==> src/rtl/keystream_sequencer.sv <==
// -----------------------------------------------------------------------------
// keystream_sequencer
//
// Control sequencer for the ChaCha20 keystream PISO shifter. It accepts
// finished 512-bit blocks from the block core (valid/ready), strobes the
// shifter's load/shift inputs, and presents each chunk to the downstream XOR
// stage (valid/ready). The keystream bytes themselves flow straight from the
// shifter's serial output; this block only produces control and status.
//
// Optional feature macro: KSEQ_BLK_COUNT_EN
//   defined   -> blk_cnt_o is a 32-bit wrapping count of completed blocks
//   undefined -> blk_cnt_o is tied to zero and no counter flops exist
//
// Ports:
//   clk_i        sole clock, rising edge
//   rst_ni       asynchronous active-low reset
//   flush_i      synchronous abort of the current block
//   blk_valid_i  core presents a block on the shifter's parallel input
//   blk_ready_o  block accepted when blk_valid_i & blk_ready_o
//   load_o       shifter load strobe
//   shift_o      shifter shift strobe
//   ks_valid_o   shifter serial output holds a valid chunk
//   ks_ready_i   consumer takes the chunk when ks_valid_o & ks_ready_i
//   ks_last_o    presented chunk is the final chunk of its block
//   chunk_idx_o  index of the presented chunk (0 = first)
//   blk_cnt_o    completed-block counter
// -----------------------------------------------------------------------------
module keystream_sequencer #(
  parameter int PARALLEL_DATA_BITS = 512,
  parameter int SHIFT_AMOUNT       = 8,
  localparam int CHUNKS            = PARALLEL_DATA_BITS / SHIFT_AMOUNT,
  localparam int IDX_W             = (CHUNKS > 1) ? $clog2(CHUNKS) : 1
) (
  input  logic             clk_i,
  input  logic             rst_ni,
  input  logic             flush_i,
  input  logic             blk_valid_i,
  output logic             blk_ready_o,
  output logic             load_o,
  output logic             shift_o,
  output logic             ks_valid_o,
  input  logic             ks_ready_i,
  output logic             ks_last_o,
  output logic [IDX_W-1:0] chunk_idx_o,
  output logic [31:0]      blk_cnt_o
);

  typedef enum logic [0:0] {
    ST_EMPTY  = 1'b0,
    ST_ACTIVE = 1'b1
  } state_e;

  localparam logic [IDX_W-1:0] LAST_IDX = IDX_W'(CHUNKS - 1);
  localparam logic [IDX_W-1:0] IDX_ONE  = IDX_W'(1);

  state_e           state_r;
  state_e           state_s;
  logic [IDX_W-1:0] idx_r;
  logic [IDX_W-1:0] idx_s;
  logic             load_s;
  logic             shift_s;
  logic             blk_ready_s;
  logic             ks_valid_s;
  logic             ks_last_s;
  logic             blk_done_s;

  // State and chunk-index registers.
  always_ff @(posedge clk_i or negedge rst_ni) begin
    if (!rst_ni) begin
      state_r <= ST_EMPTY;
      idx_r   <= '0;
    end else begin
      state_r <= state_s;
      idx_r   <= idx_s;
    end
  end

  // Next-state and handshake/strobe decode.
  always_comb begin
    state_s     = state_r;
    idx_s       = idx_r;
    load_s      = 1'b0;
    shift_s     = 1'b0;
    blk_ready_s = 1'b0;
    ks_valid_s  = 1'b0;
    ks_last_s   = 1'b0;
    blk_done_s  = 1'b0;
    if (flush_i) begin
      // Abort: everything quiet this cycle, back to EMPTY next cycle. The
      // shifter keeps stale data, which is harmless because the next block
      // always begins with a load.
      state_s = ST_EMPTY;
      idx_s   = '0;
    end else begin
      case (state_r)
        ST_EMPTY: begin
          blk_ready_s = 1'b1;
          load_s      = blk_valid_i;
          if (blk_valid_i) begin
            state_s = ST_ACTIVE;
            idx_s   = '0;
          end else begin
            state_s = ST_EMPTY;
          end
        end
        ST_ACTIVE: begin
          ks_valid_s = 1'b1;
          ks_last_s  = (idx_r == LAST_IDX);
          if (ks_ready_i) begin
            if (idx_r != LAST_IDX) begin
              shift_s = 1'b1;
              idx_s   = idx_r + IDX_ONE;
            end else begin
              // Final chunk consumed: ready is passed straight through so a
              // waiting block loads in this same cycle with no bubble.
              blk_done_s  = 1'b1;
              blk_ready_s = 1'b1;
              idx_s       = '0;
              if (blk_valid_i) begin
                load_s  = 1'b1;
                state_s = ST_ACTIVE;
              end else begin
                state_s = ST_EMPTY;
              end
            end
          end else begin
            // Stall: no shift, so the serial chunk stays stable.
            state_s = ST_ACTIVE;
          end
        end
        default: begin
          state_s = ST_EMPTY;
          idx_s   = '0;
        end
      endcase
    end
  end

  // Outputs are quiet while reset is held; state is already EMPTY then, and
  // this keeps blk_ready_o/load_o low until reset is released.
  assign blk_ready_o = blk_ready_s & rst_ni;
  assign load_o      = load_s & rst_ni;
  assign shift_o     = shift_s & rst_ni;
  assign ks_valid_o  = ks_valid_s & rst_ni;
  assign ks_last_o   = ks_last_s & rst_ni;
  assign chunk_idx_o = idx_r;

`ifdef KSEQ_BLK_COUNT_EN
  logic [31:0] blk_cnt_r;

  // Completed-block counter; survives flush, wraps naturally at 2^32.
  always_ff @(posedge clk_i or negedge rst_ni) begin
    if (!rst_ni) begin
      blk_cnt_r <= 32'd0;
    end else if (blk_done_s) begin
      blk_cnt_r <= blk_cnt_r + 32'd1;
    end else begin
      blk_cnt_r <= blk_cnt_r;
    end
  end

  assign blk_cnt_o = blk_cnt_r;
`else
  logic unused_blk_done_s;

  assign unused_blk_done_s = blk_done_s;
  assign blk_cnt_o         = 32'd0;
`endif

endmodule

==> config.mk <==
export PLATFORM = sky130hd
export DESIGN_NAME = keystream_sequencer
export DESIGN_NICKNAME = d
export VERILOG_FILES = /design/src/rtl/keystream_sequencer.sv
export SDC_FILE = /design/constraint.sdc
export NUM_CORES = 1
export LEC_CHECK = 0
export ABC_CLOCK_PERIOD_IN_PS = 2900
export CAP_MARGIN = 20
export CORE_AREA = 2 2 47 49
export CTS_CLUSTER_DIAMETER = 150
export DETAILED_ROUTE_END_ITERATION = 8
export DIE_AREA = 0 0 49 51
export PLACE_DENSITY_LB_ADDON = 0.2
export RECOVER_POWER = 50
export SLEW_MARGIN = 20
export SYNTH_ARGS = -nofsm -noshare
export SYNTH_HDL_FRONTEND = slang
export SYNTH_SLANG_ARGS = --single-unit
==> constraint.sdc <==
create_clock -name clk_i -period 2.9 [get_ports clk_i]
set_input_delay 0.58 -clock clk_i [delete_from_list [all_inputs] [get_ports clk_i]]
set_output_delay 0.58 -clock clk_i [all_outputs]
set_load 0.1 [all_outputs]
* Word level (Yosys, flattened, before mapping)
Index checks and enable logic that the tools add are counted.
** Operators by class
- Multiplexer cells :: 26
- Reductions and logical operators :: 1
- Add/subtract/negate cells :: 1
- Equality and inequality tests :: 4
- Bitwise logic cells :: 6
** Operators by type and width (count)
- $mux 6 :: 4
- $mux 1 :: 18
- $pmux 6 s2 :: 1
- $add 6x1->6 const B :: 1
- $eq 6x6->1 const B :: 1
- $ne 3x3->1 const B :: 2
- $ne 6x6->1 const B :: 1
- $pmux 1 s2 :: 3
- $and 1x1->1 :: 5
- $reduce_and 2->1 :: 1
- $not 1->1 :: 1
** Storage, ports and cells
- Flip-flop bits (word level) :: 7
- Input bits :: 5
- Output and inout port bits :: 43
- Word-level logic and storage cells :: 40

* Longest topological paths before layout
Gate-level depths: netlist of run 1.
- Depth in word-level cells :: 6
- Depth in mapped cells :: 5

* Worst setup path after synthesis of run 1
Ideal clock, no wire load.
- Kind :: reg2out
- Start :: register idx_r[0], in the netlist chunk_idx_o[0]
- End :: output load_o
- Data arrival time :: 3774 ps
- Path slack :: -1454 ps
- Required time :: 2320 ps
- Cell stages (with the launch flop) :: 5
- Path through :: dfrtp_1 -> ha_1 -> a41oi_1 -> nor3b_2 -> and2_1
** On the way
- Cells in the longest elaborated chain, start to end :: 6
** Ends and longest elaborated chain
- start, declared :: line 58 : logic [IDX_W-1:0] idx_r;
- start signal, assigned :: line 74 : idx_r <= idx_s;
- $ne 6x6->1 :: line 110 : if (idx_r != LAST_IDX) begin
- $mux 1 :: line 110
- $mux 1 :: line 109 : if (ks_ready_i) begin
- $pmux 1 s2 :: line 95 : case (state_r)
- $mux 1 :: line 88 : if (flush_i) begin
- $and 1x1->1 :: line 142 : assign load_o = load_s & rst_ni;
- end, declared :: line 39 : output logic load_o,
No other way between the ends.

* Worst setup path after layout of run 1
- Start :: input ks_ready_i
- End :: output load_o
** On the way
- Cells in the longest elaborated chain, start to end :: 4
** Ends and longest elaborated chain
- start, declared :: line 42 : input logic ks_ready_i,
- $mux 1 :: line 109
- $pmux 1 s2 :: line 95
- $mux 1 :: line 88
- $and 1x1->1 :: line 142
No other way between the ends.

==> results of run 1 <==
-- final cells by class --
cell class | instances | area, sq um
fill | 219 | 1190
multi-input combinational | 69 | 433
sequential | 7 | 195
timing repair buffer | 16 | 174
tap | 28 | 35.0
clock buffer | 4 | 26.3
inverter | 2 | 7.51
-- flip-flops by register name (all words and copies together), names as in the netlist --
signal / cells
chunk_idx_o: 6
state_r: 1
-- final timing paths --
path	endpoint	slack, ns	start
setup / recovery	load_o	0.25	ks_ready_i
hold / removal	chunk_idx_o[2]	0.54	chunk_idx_o[2]
setup reg to reg	chunk_idx_o[3]	1.36	chunk_idx_o[2]
hold reg to reg	chunk_idx_o[2]	0.54	chunk_idx_o[2]
max in group asynchronous	chunk_idx_o[3]	1.70	rst_ni
min in group asynchronous	state_r	0.59	rst_ni
-- cells by family (layout without fill, tap and decap cells) --
group | count (synthesis) | in the layout | share of synthesized area [%]
AO/OA/AOI/OAI | 13 | 13 | 14.3
multiplexers | 1 | 1 | 1.43
other | 1 | 32 | 0.536
buffers and inverters | 34 | 22 | 35.4
AND/OR/NAND/NOR | 22 | 22 | 21.5
flip-flops | 7 | 7 | 25.0
adder cells (fa/ha/maj) | 1 | 1 | 1.79
-- metrics by stage --
| stage | area, sq um | hold WS (ns) | utilization (%) |
|---|---|---|---|
| 6_report | 871 | 0.539 | 42.2 |
| 5_1_grt | 871 | 0.573 | 42.2 |
| 4_1_cts | 890 | 0.516 | 43.1 |
| 3_5_place_dp | 863 | 0.535 | 41.8 |
| 3_3_place_gp | 863 | 0.530 | 41.8 |
| 2_1_floorplan | 876 | 0.284 | - |
-- report_power, final --
| group | internal [mW] | total (mW) | switching (mW) |
|---|---|---|---|
| Sequential | 0.100 | 0.104 | 0.00367 |
| Clock | 0.0526 | 0.0904 | 0.0378 |
| Combinational | 0.0234 | 0.244 | 0.221 |
| Total | 0.176 | 0.438 | 0.262 |
-- metal layers --
metal  track usage, %  vias to the layer above  part of all wire [%]
li1                 -                      247                     -
met1             14.5                      238                    45
met2             18.9                       22                    48
met3             4.39                        0                   6.5
met4             1.43                        0                     0
met5                0                        -                     0
-- placed cells by master, fill, tap and decap left out, types with 2 or more instances in the layout --
| master | n |
|---|---|
| o21ai_1 | 4 |
| clkdlybuf4s50_1 | 2 |
| inv_1 | 2 |
| nand3b_1 | 2 |
| buf_4 | 2 |
| a21oi_1 | 2 |
| nor2_1 | 4 |
| buf_12 | 5 |
| and2_1 | 2 |
| conb_1 | 32 |
| nand3_1 | 3 |
| o21ai_0 | 2 |
| nand2_1 | 2 |
| dfrtp_4 | 5 |
| clkbuf_4 | 3 |
| clkbuf_1 | 6 |
| dlygate4sd3_1 | 2 |
-- synthesized netlist by cell type, drive strengths merged (2+ instances only) --
master / count / area [sq um]
a21oi: 2 / 10.0
and2: 3 / 18.8
and3: 2 / 18.8
buf: 32 / 240
dfrtp: 7 / 175
inv: 2 / 7.51
nand2: 2 / 7.51
nand3: 3 / 15.0
nand3b: 2 / 15.0
nor2: 4 / 15.0
o21ai: 6 / 30.0
-- worst max-delay path: stages --
cell and delay [ns]:
dlygate4sd3_1 0.69, a41oi_4 0.17, nor3b_4 0.27, and2_4 0.19, buf_12 0.16
==> reports/results.ini, run 1 <==
[routing]
viasPerCell = 4.02
drt_iter0_drc = 4
drc = 0
antenna_left = 0
drt_pass1_iterations = 2
vias = 507
routed_wl_um = 1330
wl_per_cell_um = 10.5

[critical_path]
endpoint_kind = output port
reg2reg_depth = 4
worst-setup-path-type = in -> out
cp-start-kind = primary input
worst-endpoint-arrival_ns = 2.07
cp.required_ns = 2.32
critPathMaxFanout = 5

[floorplan]
die_width_um = 49
rows = 17
core_sq_mm = 0.00206
die_height_um = 51
io_pins = 48
initial_core_util_pct = 33.9
die_area_sq_mm = 0.00250

[clocking]
clk_latency_ns = 0.25
cts_buffers = 3
root_buffer = clkbuf_4
clock-sinks = 7
clk_pin_slew_ns = 0.05
clock_path_buffers = 2
cts_tree = yes
cts_setup_buffers = 0
cts_hold_buf = 0
htree_num_levels = 1
post_cts_resized = 0

[synthesis]
synth-seq-cells = 7
synth-edff-count = 0
netlist_instances = 79
yosys_warnings = 0
yosysSeqAreaShare_pct = 25.0
mappedNetlistArea_sq_um = 699
synth_flop_cell = dfrtp_1
ys_types = 27
syn_area_per_cell_sq_um = 8.85
synthArstFlopShare_pct = 100

[flow_run]
drv_cap = 0

[grt]
antenna_found_initial = 0
first_global_vias = 448
gr-total-overflow = 0
grt_max_degree = 9
grt_pass1_wl_um = 2190
grt_use_total_pct = 11.4

[place]
hpwlAfterDp_um = 1040
pre_cts_ws_ns = 0.286
io_buffers = 15
dpl.cell_count = 122
gp_congestion = 0.731

[sta]
max_slew.worst_pin.slew_ns = 1.18
drv_slew = 0
grt_setup_unrepaired = no
final_hold_viol_count = 0
max-slew-margin-rel_pct = 21.9
fin_crit_sh_pct = 91.2
setup_viol = 0
fin_ws_ns = 0.254
layout_min_cycle_time_ns = 2.65
setup_tns_ns = 0
finalClockSkew_ns = 0.000611
timing.fmax_ghz = 0.378

[cells_and_area]
area.growth.synth_to_final_pct = 24.5
finalNonFillerCells = 126
diodes = 0
drive_above_1_share_pct = 26.5
final_nets = 105

[pwr]
power.leakage_nw = 0.383
power.density_mw_per_mm2 = 504
power.ir.vdd_worst_uv = 270
p_total_uw = 438

[hold_path]
hold_class = reg -> reg
hold_depth = 1

[run_status]
status = completed

(Power assumes the default switching activity.)
==> run 2: changes to the inputs <==
--- a/config.mk
+++ b/config.mk
@@ -13,7 +13,7 @@
 export DIE_AREA = 0 0 49 51
 export PLACE_DENSITY_LB_ADDON = 0.2
 export RECOVER_POWER = 50
-export SLEW_MARGIN = 20
+export SETUP_SLACK_MARGIN = 0.02
 export SYNTH_ARGS = -nofsm -noshare
 export SYNTH_HDL_FRONTEND = slang
 export SYNTH_SLANG_ARGS = --single-unit
==> results of run 2 <==
Same layout as run 1: the final DEF is identical, and so are final timing and power.
